`config.mk`:
```
export PLATFORM = sky130hd
export DESIGN_NAME = i2c_slave_regs
export DESIGN_NICKNAME = d
export VERILOG_FILES = /design/src/rtl/i2c_pkg.sv /design/src/rtl/i2c_line_sync.sv /design/src/rtl/i2c_slave_regs.sv
export SDC_FILE = /design/constraint.sdc
export NUM_CORES = 1
export LEC_CHECK = 0
export CAP_MARGIN = 5
export CORE_ASPECT_RATIO = 1.2
export CORE_MARGIN = 2
export CORE_UTILIZATION = 51
export DETAILED_ROUTE_END_ITERATION = 8
export PLACE_DENSITY = 0.78
export RECOVER_POWER = 100
export SETUP_SLACK_MARGIN = 0.2
export SYNTH_ARGS = -nofsm -noshare
export SYNTH_HDL_FRONTEND = slang
export SYNTH_SLANG_ARGS = --single-unit
```
`constraint.sdc`:
```
create_clock -name clk -period 1.7 [get_ports clk]
set_input_delay 0.34 -clock clk [delete_from_list [all_inputs] [get_ports clk]]
set_output_delay 0.34 -clock clk [all_outputs]
set_load 0.005 [all_outputs]
```
`src/rtl/i2c_pkg.sv`:
```
// Shared types and bus constants for the I2C register-pointer target.
package i2c_pkg;

   typedef enum logic [3:0] {
      StIdle, StAddr, StAddrAck, StPtr, StPtrAck, StWdata, StWack, StRdata, StRack, StWaitStop
   } state_e;

   localparam logic ACK      = 1'b0;
   localparam logic NACK     = 1'b1;
   localparam logic RW_WRITE = 1'b0;
   localparam logic RW_READ  = 1'b1;

endpackage

```
`src/rtl/i2c_line_sync.sv`:
```
// Synchronises and glitch-filters the raw SCL/SDA pad inputs and derives
// SCL edge, START and STOP pulses from the filtered lines.
module i2c_line_sync #(
   parameter int unsigned SYNC_STAGES = 2,
   parameter int unsigned FILT_LEN    = 3
) (
   input  logic clk,
   input  logic rst_,
   input  logic scl_in,
   input  logic sda_in,
   output logic sda,
   output logic scl_rise,
   output logic scl_fall,
   output logic start,
   output logic stop
);

   localparam int unsigned CW = $clog2(FILT_LEN + 1);
   localparam logic [CW-1:0] CntLast = CW'(FILT_LEN - 1);

   logic [SYNC_STAGES-1:0] scl_sync_q, sda_sync_q;
   logic [CW-1:0]          scl_cnt_q, sda_cnt_q;
   logic                   scl_q, sda_q, scl_prev_q, sda_prev_q;

   always_ff @(posedge clk) begin
      if (!rst_) begin
         scl_sync_q <= '1;
         sda_sync_q <= '1;
         scl_cnt_q  <= '0;
         sda_cnt_q  <= '0;
         scl_q      <= 1'b1;
         sda_q      <= 1'b1;
         scl_prev_q <= 1'b1;
         sda_prev_q <= 1'b1;
      end else begin
         scl_sync_q <= {scl_sync_q[SYNC_STAGES-2:0], scl_in};
         sda_sync_q <= {sda_sync_q[SYNC_STAGES-2:0], sda_in};
         scl_prev_q <= scl_q;
         sda_prev_q <= sda_q;
         // A filtered line flips only after FILT_LEN consecutive disagreeing samples.
         if (scl_sync_q[SYNC_STAGES-1] == scl_q) begin
            scl_cnt_q <= '0;
         end else if (scl_cnt_q == CntLast) begin
            scl_q     <= ~scl_q;
            scl_cnt_q <= '0;
         end else begin
            scl_cnt_q <= scl_cnt_q + CW'(1);
         end
         if (sda_sync_q[SYNC_STAGES-1] == sda_q) begin
            sda_cnt_q <= '0;
         end else if (sda_cnt_q == CntLast) begin
            sda_q     <= ~sda_q;
            sda_cnt_q <= '0;
         end else begin
            sda_cnt_q <= sda_cnt_q + CW'(1);
         end
      end
   end

   assign sda      = sda_q;
   assign scl_rise = scl_q & ~scl_prev_q;
   assign scl_fall = ~scl_q & scl_prev_q;
   assign start    = scl_q & scl_prev_q & sda_prev_q & ~sda_q;
   assign stop     = scl_q & scl_prev_q & ~sda_prev_q & sda_q;

endmodule

```
`src/rtl/i2c_slave_regs.sv`:
```
// I2C target with an auto-incrementing register pointer, accessing an external
// register bank through one-cycle write/read strobes.
module i2c_slave_regs
   import i2c_pkg::*;
#(
   parameter logic [6:0]  SLAVE_ADDRESS = 7'b1011010,
   parameter int unsigned PTR_W         = 4,
   parameter int unsigned SYNC_STAGES   = 2,
   parameter int unsigned FILT_LEN      = 3
) (
   input  logic             clk,
   input  logic             rst_,
   input  logic             scl_in,
   input  logic             sda_in,
   output logic             sda_out,
   output logic             busy,
   output logic [PTR_W-1:0] reg_addr,
   output logic [7:0]       reg_wdata,
   output logic             reg_wr,
   output logic             reg_rd,
   input  logic [7:0]       reg_rdata
);

   localparam int unsigned DRV_DLY = FILT_LEN + 2;
   localparam int unsigned DW      = $clog2(DRV_DLY + 1);

   state_e          state_q;
   logic [2:0]      bit_cnt_q;
   logic [6:0]      rx_q;
   logic [7:0]      tx_q;
   logic            rw_q;
   logic            ack_rise_q;
   logic [DW-1:0]   drv_cnt_q;
   logic            sda_f, scl_rise, scl_fall, start, stop;
   logic [7:0]      rx_byte;
   logic            drive_val;

   i2c_line_sync #(
      .SYNC_STAGES (SYNC_STAGES),
      .FILT_LEN    (FILT_LEN)
   ) u_line_sync (
      .clk      (clk),
      .rst_     (rst_),
      .scl_in   (scl_in),
      .sda_in   (sda_in),
      .sda      (sda_f),
      .scl_rise (scl_rise),
      .scl_fall (scl_fall),
      .start    (start),
      .stop     (stop)
   );

   assign rx_byte = {rx_q, sda_f};

   // Value SDA should settle to once the post-fall hold delay expires.
   always_comb begin
      drive_val = NACK;
      unique case (state_q)
         StAddrAck, StPtrAck, StWack: drive_val = ACK;
         StRdata:                     drive_val = tx_q[7];
         default:                     drive_val = NACK;
      endcase
   end

   always_ff @(posedge clk) begin
      if (!rst_) begin
         state_q    <= StIdle;
         bit_cnt_q  <= '0;
         rx_q       <= '0;
         tx_q       <= '0;
         rw_q       <= 1'b0;
         ack_rise_q <= 1'b0;
         drv_cnt_q  <= '0;
         sda_out    <= 1'b1;
         busy       <= 1'b0;
         reg_addr   <= '0;
         reg_wdata  <= '0;
         reg_wr     <= 1'b0;
         reg_rd     <= 1'b0;
      end else begin
         reg_wr <= 1'b0;
         reg_rd <= 1'b0;
         if (reg_wr) reg_addr <= reg_addr + 1'b1;
         if (reg_rd) tx_q <= reg_rdata;

         if (scl_fall) begin
            drv_cnt_q <= DW'(DRV_DLY);
         end else if (drv_cnt_q != '0) begin
            drv_cnt_q <= drv_cnt_q - 1'b1;
            if (drv_cnt_q == DW'(1)) sda_out <= drive_val;
         end

         if (start) begin
            state_q    <= StAddr;
            bit_cnt_q  <= '0;
            ack_rise_q <= 1'b0;
            drv_cnt_q  <= '0;
            sda_out    <= 1'b1;
         end else if (stop) begin
            state_q   <= StIdle;
            drv_cnt_q <= '0;
            sda_out   <= 1'b1;
            busy      <= 1'b0;
         end else begin
            unique case (state_q)
               StAddr, StPtr, StWdata: begin
                  if (scl_rise) begin
                     rx_q      <= rx_byte[6:0];
                     bit_cnt_q <= bit_cnt_q + 1'b1;
                     if (bit_cnt_q == 3'd7) begin
                        if (state_q == StAddr) begin
                           if (rx_byte[7:1] == SLAVE_ADDRESS) begin
                              busy    <= 1'b1;
                              rw_q    <= rx_byte[0];
                              state_q <= StAddrAck;
                           end else begin
                              busy    <= 1'b0;
                              state_q <= StWaitStop;
                           end
                        end else if (state_q == StPtr) begin
                           reg_addr <= rx_byte[PTR_W-1:0];
                           state_q  <= StPtrAck;
                        end else begin
                           reg_wdata <= rx_byte;
                           reg_wr    <= 1'b1;
                           state_q   <= StWack;
                        end
                     end
                  end
               end
               StAddrAck, StPtrAck, StWack: begin
                  // Leave on the fall that follows the ACK clock's rise (9th fall).
                  if (scl_rise) begin
                     ack_rise_q <= 1'b1;
                  end else if (scl_fall && ack_rise_q) begin
                     ack_rise_q <= 1'b0;
                     bit_cnt_q  <= '0;
                     if (state_q == StAddrAck && rw_q == RW_READ) begin
                        reg_rd  <= 1'b1;
                        state_q <= StRdata;
                     end else if (state_q == StAddrAck) begin
                        state_q <= StPtr;
                     end else begin
                        state_q <= StWdata;
                     end
                  end
               end
               StRdata: begin
                  if (scl_fall) begin
                     bit_cnt_q <= bit_cnt_q + 1'b1;
                     if (bit_cnt_q == 3'd7) state_q <= StRack;
                     else tx_q <= {tx_q[6:0], 1'b0};
                  end
               end
               StRack: begin
                  if (scl_rise) begin
                     if (sda_f == ACK) begin
                        ack_rise_q <= 1'b1;
                        reg_addr   <= reg_addr + 1'b1;
                     end else begin
                        busy    <= 1'b0;
                        state_q <= StWaitStop;
                     end
                  end else if (scl_fall && ack_rise_q) begin
                     ack_rise_q <= 1'b0;
                     bit_cnt_q  <= '0;
                     reg_rd     <= 1'b1;
                     state_q    <= StRdata;
                  end
               end
               default: ;
            endcase
         end
      end
   end

endmodule

```
# Word-level counts from Yosys, hierarchy flattened
# Index checks and enable logic that the tools add are counted.
# op_classes
mul,0
bitwise_logic,22
n_shift,0
magnitude_cmp,0
muxes,61
addsub,5
eq_ne,39
reduce_logical,29
div,0
# op_table
cell,count
$mux 4,20
$mux 8,6
$mux 3,8
$ne 4x4->1 const B,6
$reduce_and 7->1,3
$mux 1,19
$ne 3x3->1 const B,6
$reduce_and 9->1,2
$eq 4x3->1 const B,4
$pmux 4 s4,1
$not 1->1,15
$reduce_or 3->1,5
$ne 2x2->1 const B,7
$pmux 3 s3,1
$reduce_bool 3->1,3
$eq 4x2->1 const B,2
$pmux 1 s2,4
$pmux 4 s2,1
$reduce_or 4->1,2
$and 1x1->1,7
$eq 7x7->1 const B,1
$reduce_or 7->1,1
$ne 3x2->1 const B,2
$reduce_and 3->1,2
22 further kinds,28
# word_totals
elab_cells,179
memories,0
reg_bits,55
latchBits,0
ramBits,0
mem_bits_ro,0
inputBits,12
output_inout_bits,16

# Longest topological paths before layout
# Gate-level depths: netlist of the first run.
# depth
word_depth,9
mapped_depth,8
mapped_depth_nobuf,6

# By module
# A second synthesis of the first run with hierarchy kept.
# hier_totals
cells_unflattened,312
hier_area_um2,2755.1
# by_module_without_submodules
module,n_inst,area_each_um2,cells_per_inst,seq_area_each_um2
i2c_slave_regs,1,2326.0,274,860.8
i2c_line_sync,1,429.2,38,240.2

# Least setup slack after synthesis of the first run
# No wires, ideal clock.
# synth_path
path_type,register -> register
from,register state_q[2]
to,register state_q[0]
required_time_ps,1628
arrival_time_ps,1607
path_slack_ps,22
stages_incl_launch_ff,7
path_cell_list,dfxtp_1 buf_6 nor4b_4 a21oi_2 a221o_1 a211oi_2 mux2i_1
# synth_between
elab_chain_cells,8
elab_cells_between_ends,30
classes_between,16 x eq/ne; 9 x mux; 5 x reduce/logical
# synth_lines
item,line,text
start: declaration,i2c_slave_regs.sv:27,state_e state_q;
start signal: assignment,i2c_slave_regs.sv:67,state_q <= StIdle;
start signal: assignment,i2c_slave_regs.sv:94,state_q <= StAddr;
start signal: assignment,i2c_slave_regs.sv:100,state_q <= StIdle;
$eq 4x2->1,"i2c_slave_regs.sv:105, i2c_slave_regs.sv:138",
$logic_and 1x1->1,i2c_slave_regs.sv:138,if (state_q == StAddrAck && rw_q == RW_READ) begin
$mux 3,i2c_slave_regs.sv:138,
$mux 4,i2c_slave_regs.sv:135,end else if (scl_fall && ack_rise_q) begin
$mux 4,i2c_slave_regs.sv:133,if (scl_rise) begin
$pmux 4 s4,i2c_slave_regs.sv:105,unique case (state_q)
$mux 1,i2c_slave_regs.sv:99,end else if (stop) begin
$mux 1,i2c_slave_regs.sv:93,if (start) begin
# Parallel ways exist; a longest one is shown, timed or not. The select of a mux whose other input is x is not followed.
# A chain may end at the register's enable or synchronous reset.

# Worst setup path after layout of the first run
# layout_path
from,register state_q[3]
to,register state_q[2]
# layout_between
elab_chain_cells,6
elab_cells_between_ends,29
classes_between,16 x eq/ne; 8 x mux; 5 x reduce/logical
# layout_lines
item,line
$eq 4x2->1,"i2c_slave_regs.sv:105, i2c_slave_regs.sv:138, i2c_slave_regs.sv:141"
$mux 3 or $logic_and 1x1->1 (tied branches),"i2c_slave_regs.sv:141, i2c_slave_regs.sv:138"
$mux 3,i2c_slave_regs.sv:138
$mux 4,i2c_slave_regs.sv:135
$mux 4,i2c_slave_regs.sv:133
$pmux 4 s4,i2c_slave_regs.sv:105
# Parallel ways exist; a longest one is shown, timed or not. The select of a mux whose other input is x is not followed.

==> summary.log, run 1 <==
[clock_network] number of buffers inserted during clock tree synthesis 5
[finish] footprint of the multi-input gates 1800 µm²
[yosys] fraction of the mapped netlist area in compound gates 15.53%
[yosys] post-synthesis adder-cell area fraction 3.612%
[setup_path] capture point of the worst reg-to-reg path state_q[2]$_SDFFE_PP0P_
[floorplan] width of the die 71.30 µm
[finish] Antenna Diode Count 0
[detailed_routing] per-cell routed wire length 17.55 µm
[finish] Final Core Density 75.27%
[yosys] summed instance area of the synthesized netlist 2771 µm²
[status] failing checks setup timing
[floorplan] Row Count 29
[setup_path] Crit path largest cell delay 0.39 ns
[detailed_routing] met3 WL 456 µm
[detailed_routing] highest routed layer met4
[floorplan] Die Footprint 6042 µm²
[yosys] sequential element share of the synthesized area 39.73%
[detailed_routing] met1 wire length 3156 µm
[sta] Final Hold Vio Count 0
[yosys] post-synthesis xor/xnor area fraction 2.844%
[global_route] first-pass GRT wire length 12,120 µm
[finish] share of post-route cells with drive strength above 1 35.20%
[setup_path] slack of the worst reg-to-reg path -0.07 ns
[place] number of cells in the design after placement 423
[sta] shortest clock period the worst path allows after layout 1.773 ns
[hold_path] Cells on Worst Hold Path 1
[setup_path] endpoint kind of the worst setup timing path flip-flop
[floorplan] Die Y 84.75 µm
[place] minimum setup slack after placement -0.1275 ns
[power] power density over the cells 1297 nW/µm²
[clock_network] sink count of the clock tree 55
[sta] Worst Max-Slew Pin Slew 0.4535 ns
[hold_path] worst hold path endpoint u_line_sync.scl_sync_q[1]$_SDFF_PN1_
[yosys] syn nets 333
[yosys] number of standard cells after synthesis 313
[setup_path] dominant delay contributor by cell family on the critical path compound AO/OA/AOI/OAI gates
[yosys] Area contributors post-synth sky130_fd_sc_hd__dfxtp_1 (40%), sky130_fd_sc_hd__mux2i_1 (10%), sky130_fd_sc_hd__nor2_1 (5.4%)
[power] Peak supply drop 0.7039 mV
[yosys] synthesized-area fraction occupied by and/or/nand/nor cells 22.84%
[sta] setup violation total in the final timing report 7
[clock_network] htree depth 2
[hold_path] Worst Hold Class flip-flop to flip-flop
[setup_path] cell-by-cell listing of the critical path buf_6 -> and2b_1 -> o21ai_2 -> buf_4 -> a221oi_2 -> buf_4 -> nand4b_1 -> a21oi_2
[finish] Final #Nets 411
[sta] final worst-path setup slack -0.07332 ns
[place] half-perimeter wire length after detailed placement 4649 µm
[yosys] largest family of logic cells by synthesized area simple AND/OR/NAND/NOR gates
[sta] worst setup skew after layout 0.007516 ns
[sta] relative slew slack 69.53%
[sta] final cycle utilization of the critical path 104.3%
[status] outcome complete, but fails checks
[global_route] vias in the first global route 2,639
[setup_path] element type at the critical path start flip-flop
[detailed_routing] Pre-antenna DRT Iters 8
[yosys] synthesis warning total 0
[finish] most common cell after layout, fill and taps aside sky130_fd_sc_hd__buf_4
[place] number of buffer cells added on primary ports 27
[global_route] residual overflow from global routing 0
[setup_path] Bufs and invs on worst path 3
[detailed_routing] routed wire length 7969 µm
[setup_path] Arrival @ worst endpoint 2.03 ns
[yosys] Mapped Avg Cell Area 8.854 µm²
[yosys] proportion of register bits with asynchronous set or reset after synthesis 0%
[detailed_routing] initial detailed-routing violation count 217
[floorplan] Ports 28
[setup_path] depth of the worst register-to-register path 8
[power] cell leakage power 0.001775 µW
[finish] post-route non-filler standard cell count 454
[detailed_routing] mean number of vias per cell 6.040
[job] max_cap viols 0
[floorplan] initial core utilization 52.68%
[setup_path] Critical R2R Launch state_q[3]$_SDFFE_PP0P_
[hold_path] Worst Hold Launch u_line_sync.scl_sync_q[0]$_SDFF_PN1_
[yosys] Main synth FF type sky130_fd_sc_hd__dfxtp_1
[floorplan] area inside the core boundary 5261 µm²
[finish] Area Growth Syn to Fin 42.89%
[sta] number of max-slew violations in the final report 0
[finish] most used cells in the layout excluding fill and tap cells sky130_fd_sc_hd__buf_4 (53), sky130_fd_sc_hd__dfxtp_1 (43), sky130_fd_sc_hd__nor2_1 (31)
[clock_network] cts-stage hold buffer count 0
[yosys] cell type with the highest aggregate area in the netlist sky130_fd_sc_hd__dfxtp_1
[global_route] total routing resource utilization after global routing 25.11%
[sta] max frequency 563.9 MHz
[global_route] pin count of the biggest net entering global routing 19
[setup_path] Critical Path Slowest Stage Cell sky130_fd_sc_hd__dfxtp_4
[global_route] initial antenna violation count 0
[yosys] Unique masters post-synth 53
[finish] total area of sequential cells 1134 µm²
[sta] Setup TNS -0.1957 ns
[place] final weighted congestion in routability-driven placement 0.9211
[sta] RSZ-0062 raised after global routing yes
[setup_path] CP Data Required Time 1.95 ns
[yosys] multiplexer fraction of the synthesized cell area 10.93%
[clock_network] clk_lat worst skew 0.32 ns
[yosys] Post-synth EDFFs 0
[finish] Filler cells 321
[clock_network] Clock transition at path regs 0.10 ns
[clock_network] CTS Root Cell sky130_fd_sc_hd__clkbuf_8
[clock_network] CTS max path bufs 2
[yosys] post-synthesis sequential element count 55
[detailed_routing] met2 wire length 4048 µm
[yosys] Yosys top cell area share 39.73%
[setup_path] maximum fanout encountered on the critical timing path 6
[detailed_routing] total via count after detailed routing 2,742
[detailed_routing] Antenna Nets Post-Route 0
[setup_path] CP dominant cell by count sky130_fd_sc_hd__buf_4
[setup_path] Crit Path Class flip-flop to flip-flop
[detailed_routing] total DRC errors in the routed layout 0
[clock_network] TritonCTS clock tree done
## power breakdown
group / internal, µW / switching, µW
clock network: 445 / 463
registers: 1420 / 152
logic: 1360 / 1300
## final cells by class
class | instances | share of cell area, %
Clock buffer | 5 | 1.738
Clock inverter | 3 | 1.169
Inverter | 7 | 0.6635
Multi-Input combinational cell | 231 | 45.47
Sequential cell | 55 | 28.63
Tap cell | 62 | 1.959
Timing Repair Buffer | 91 | 20.38
## through the flow
step	hold slack (ns)	power, µW	cell area, µm²
floorplan	0.3863	2839	2803
global placement	0.3907	3361	3339
finish	0.4182	5138	3960
detailed placement	0.3969	3425	3339
global route	0.4360	5382	3960
CTS	0.4222	4641	3766
## flip-flops by register name (all words and copies together) (netlist names), 3 cells and up
signal	cells
rx_q	7
reg_wdata	8
reg_addr	4
state_q	4
tx_q	8
bit_cnt_q	3
drv_cnt_q	3
## synthesized netlist by cell type (all sizes together) (2+ instances only)
master / count
clkbuf: 10
a22oi: 4
xor2: 3
nor3b: 3
buf: 10
nand3b: 2
mux2i: 28
a221o: 2
and3: 2
o21ai: 15
and2: 2
nor4: 2
xnor2: 6
nand2: 14
inv: 6
o211ai: 2
nand3: 7
o31ai: 3
ha: 8
nand4b: 4
or3: 4
o22ai: 2
nand4: 4
a21oi: 17
mux2: 2
nor2: 40
nand2b: 13
a222oi: 2
nor2b: 7
nor3: 9
dfxtp: 55
a211oi: 10
## layer usage
metal	GRT usage, %	up-vias
met5	0	-
met4	12.35	0
met1	30.16	1306
li1	-	1275
met2	42.42	125
met3	4.802	36
## kinds of logic (layout without fill, tap and decap cells)
logic type                 after synthesis  after routing
DFF                                     55             55
buffers and inverters                   27            106
AOI/OAI and AO/OA                       65             65
xor gates and xnor gates                 9              9
and+or+nand+nor                        119            119
muxes                                   30             30
adders and majority gates                8              8
## how the worst max path moves through the flow
stage	start	to	slack (ns)	depth (start not counted)
2_1_floorplan	state_q[0]$_SDFFE_PN0P_	state_q[0]$_SDFFE_PN0P_	0.03	6
3_3_place_gp	state_q[0]$_SDFFE_PN0P_	reg_addr[3]$_SDFF_PN0_	-0.09	5
3_5_place_dp	state_q[0]$_SDFFE_PN0P_	reg_addr[3]$_SDFF_PN0_	-0.13	5
4_1_cts	state_q[3]$_SDFFE_PP0P_	state_q[0]$_SDFFE_PN0P_	0.01	6
5_1_grt	state_q[3]$_SDFFE_PP0P_	state_q[2]$_SDFFE_PP0P_	-0.11	8
6_report	state_q[3]$_SDFFE_PP0P_	state_q[2]$_SDFFE_PP0P_	-0.07	8
## worst reg2reg max path: cells and delay by family, from the launching register on
kind / cells / cell delay [ns]
flip-flops: 1 / 0.39
buffers and inverters: 3 / 0.44
AO/OA/AOI/OAI: 3 / 0.52
AND/OR/NAND/NOR: 2 / 0.35
## timing repair
item / 4_1_cts / 5_1_grt
gates cloned: 1 / 0
pin swaps: 7 / 6
setup endpoints to repair: 51 / 43
setup buffers: 13 / 9
gates resized for setup: 74 / 50
(Power assumes the default switching activity.)
==> run 2: changes to the inputs <==
- ABC_CLOCK_PERIOD_IN_PS: not set -> 1700
==> results of run 2 <==
No change in the layout: final DEF, timing and power equal those of run 1.
==> run 3: changes to the inputs <==
- PLACE_DENSITY: 0.78 -> 0.73
==> run 3 against run 2 <==
Net effect: the run still ends with setup timing left; clock skew increased by 0.0041 ns; final cell count up 0.88%; sequential power barely moved; non-clock buffer count is 4 higher; register-to-register slack improved by 0.05 ns; critical endpoint is now reg_addr[3]$_SDFF_PN0_; first-iteration DRC count is 32% lower; critical path depth decreased by 2; sequential cell count stayed put; hold slack lost 0.0016 ns.
==> summary.log, run 3 (synthesis gave the netlist of run 1 again) <==
[floorplan] Ports 28 [unchanged]
[sta] RSZ-0062 raised after global routing yes
[power] power share of the sequential group 30.4% [-0.2 points]
[detailed_routing] Pre-antenna DRT Iters 4 [-4]
[clock_network] CTS Root Cell sky130_fd_sc_hd__clkbuf_8
[global_route] vias in the first global route 2,654 [+0.57%]
[global_route] total routing resource utilization after global routing 25.60% [+0.49 points]
[sta] shortest clock period the worst path allows after layout 1.718 ns [-0.05483 ns]
[sta] final worst-path setup slack -0.01849 ns [+0.05483 ns]
[sta] relative slew slack 64.59% [-4.9 points]
[detailed_routing] routed wire length 8614 µm [+8.1%]
[global_route] pin count of the biggest net entering global routing 19 [unchanged]
[clock_network] Clock transition at path regs 0.10 ns [about the same]
[finish] Antenna Diode Count 0 [unchanged]
[finish] Final Core Density 78.07% [+2.8 points]
[power] cell leakage power 0.001858 µW [+4.7%]
[clock_network] TritonCTS clock tree done
[power] Peak supply drop 0.7912 mV [+12%]
[power] power density over the cells 1255 nW/µm² [-3.2%]
[sta] setup violation total in the final timing report 2 [-5]
[clock_network] htree depth 2 [unchanged]
[clock_network] clk_lat worst skew 0.31 ns [about the same]
[finish] most common cell after layout, fill and taps aside sky130_fd_sc_hd__buf_4
[detailed_routing] total via count after detailed routing 2,732 [-0.36%]
[place] final weighted congestion in routability-driven placement 0.8917 [-3.2%]
[sta] worst setup skew after layout 0.01161 ns [+0.004090 ns]
[place] number of buffer cells added on primary ports 27 [unchanged]
[clock_network] CTS max path bufs 2 [unchanged]
[sta] max frequency 581.9 MHz [+3.2%]
[finish] most used cells in the layout excluding fill and tap cells sky130_fd_sc_hd__buf_4 (54), sky130_fd_sc_hd__dfxtp_1 (40), sky130_fd_sc_hd__nor2_1 (30)
[power] power spent charging and discharging nets 1896 µW [-0.93%]
[job] max_cap viols 0 [unchanged]
[sta] final cycle utilization of the critical path 101.1% [-3.2 points]
[sta] Worst Max-Slew Pin Slew 0.5312 ns [+0.07766 ns]
[power] clock network power share 17.1% [-0.6 points]
[setup_path] dominant delay contributor by cell family on the critical path compound AO/OA/AOI/OAI gates
[floorplan] area inside the core boundary 5261 µm² [unchanged]
[setup_path] Crit Path Class flip-flop to flip-flop
[global_route] initial antenna violation count 0 [unchanged]
[finish] Filler cells 305 [-5.0%]
[status] outcome complete, but fails checks
[finish] final design instance area without fill 4108 µm² [+3.7%]
[setup_path] cell-by-cell listing of the critical path buf_4 -> nor2b_1 -> and4_4 -> o22ai_4 -> a222oi_1 -> o21ai_1
[detailed_routing] initial detailed-routing violation count 148 [-32%]
[finish] biggest regs reg_wdata x8, tx_q x8, rx_q x7
[place] placed cell area 3359 µm² [+0.60%]
[finish] Area Growth Syn to Fin 48.22%
[global_route] residual overflow from global routing 0 [unchanged]
[clock_network] number of buffers inserted during clock tree synthesis 5 [unchanged]
[floorplan] initial core utilization 52.68% [unchanged]
[floorplan] Row Count 29 [unchanged]
[sta] WHS 0.4166 ns [-0.001568 ns]
[detailed_routing] Antenna Nets Post-Route 0 [unchanged]
[sta] Final Hold Vio Count 0 [unchanged]
[status] failing checks setup timing
[setup_path] maximum fanout encountered on the critical timing path 8 [+2]
[floorplan] width of the die 71.30 µm [unchanged]
[detailed_routing] per-cell routed wire length 18.81 µm [+7.1%]
[setup_path] element type at the critical path start flip-flop
[power] switching part of the total 36.77% [-0.48 points]
[setup_path] Critical Path Slowest Stage Cell sky130_fd_sc_hd__dfxtp_4
[detailed_routing] total DRC errors in the routed layout 0 [unchanged]
[power] Comb pwr share 52.5% [+0.8 points]
[finish] share of post-route cells with drive strength above 1 38.13% [+2.9 points]
[sta] Setup TNS -0.03070 ns [+0.1650 ns]
[place] half-perimeter wire length after detailed placement 4898 µm [+5.4%]
[power] internal power contribution 3260 µW [+1.1%]
[floorplan] Die Footprint 6042 µm² [unchanged]
[finish] Final #Nets 415 [+0.97%]
[setup_path] Bufs and invs on worst path 1 [-2]
[setup_path] Crit path largest cell delay 0.42 ns [+0.03 ns]
[sta] number of max-slew violations in the final report 0 [unchanged]
[setup_path] endpoint kind of the worst setup timing path flip-flop
[global_route] first-pass GRT wire length 12,420 µm [+2.4%]
[setup_path] CP Data Required Time 1.89 ns [-0.06 ns]
[hold_path] Worst Hold Class flip-flop to flip-flop
[clock_network] sink count of the clock tree 55 [unchanged]
[setup_path] Arrival @ worst endpoint 1.90 ns [-0.13 ns]
[floorplan] Die Y 84.75 µm [unchanged]
[detailed_routing] mean number of vias per cell 5.965 [-1.2%]
==> run 3: changes by cell type in the layout (fill, tap and decap cells not counted), sizes merged <==
cell	previous run	this run
dlygate4sd2	7	4
clkdlybuf4s50	10	12
clkdlybuf4s25	1	0
clkinvlp	1	0
dlymetal6s2s	8	10
buf	62	67
==> run 3: final timing paths <==
check | start | endpoint | slack [ns] | depth (start not counted)
hold / removal | u_line_sync.sda_cnt_q[0]$_SDFF_PP0_ | u_line_sync.sda_cnt_q[0]$_SDFF_PP0_ | 0.42 | 1
setup reg to reg | state_q[1]$_SDFFE_PP0P_ | reg_addr[3]$_SDFF_PN0_ | -0.02 | 6
hold reg to reg | u_line_sync.sda_cnt_q[0]$_SDFF_PP0_ | u_line_sync.sda_cnt_q[0]$_SDFF_PP0_ | 0.42 | 1
setup / recovery | state_q[1]$_SDFFE_PP0P_ | reg_addr[3]$_SDFF_PN0_ | -0.02 | 6
==> run 3: final cells by class <==
class / instances / area [µm²] / share of cell area [%]
Timing Repair Buffer: 95 / 867.1 / 21.11
Inverter: 7 / 26.28 / 0.6397
Multi-Input combinational cell: 231 / 1883 / 45.84
Clock inverter: 2 / 38.79 / 0.9443
Clock buffer: 6 / 72.57 / 1.767
Sequential cell: 55 / 1142 / 27.81
Tap cell: 62 / 77.57 / 1.889
==> run 3: what timing repair did <==
item                       CTS  global route
hold buffers                 0             0
setup endpoints to repair   53            51
cloned                       1             1
setup buffers               15             9
resized for setup           78            63
pin swaps                   12            20
hold endpoints to repair     0             0
==> run 3: metal layers <==
layer	up-vias	share of wire [%]	global-route usage, %
li1	1287	-	-
met1	1319	40	30.68
met2	95	53	44.11
met3	31	3.7	5.162
met4	0	3.6	10.63
met5	-	0	0
==> run 3: power groups by stage <==
stage / clock, µW / sequential, µW / combinational [µW]
2_1_floorplan: 0 / 1490 / 1350
4_1_cts: 893 / 1560 / 2260
3_5_place_dp: 0 / 1580 / 1840
6_report: 881 / 1570 / 2710
5_1_grt: 942 / 1580 / 2870
3_3_place_gp: 0 / 1580 / 1800
==> run 3: stage by stage <==
stage          power, µW  instances  setup slack [ns]
6_report            5156        458          -0.01849
2_1_floorplan       2839        313           0.02870
3_3_place_gp        3374        424          -0.02160
4_1_cts             4712        448           0.06050
3_5_place_dp        3420        424          -0.08449
5_1_grt             5393        458           -0.1164
==> run 3: worst reg2reg max path: cells and delay by family (launching register included) <==
kind                   cells  cell delay (ns)
AND/OR/NAND/NOR            2             0.41
AO/OA/AOI/OAI              3             0.60
flip-flops                 1             0.42
buffers and inverters      1             0.17
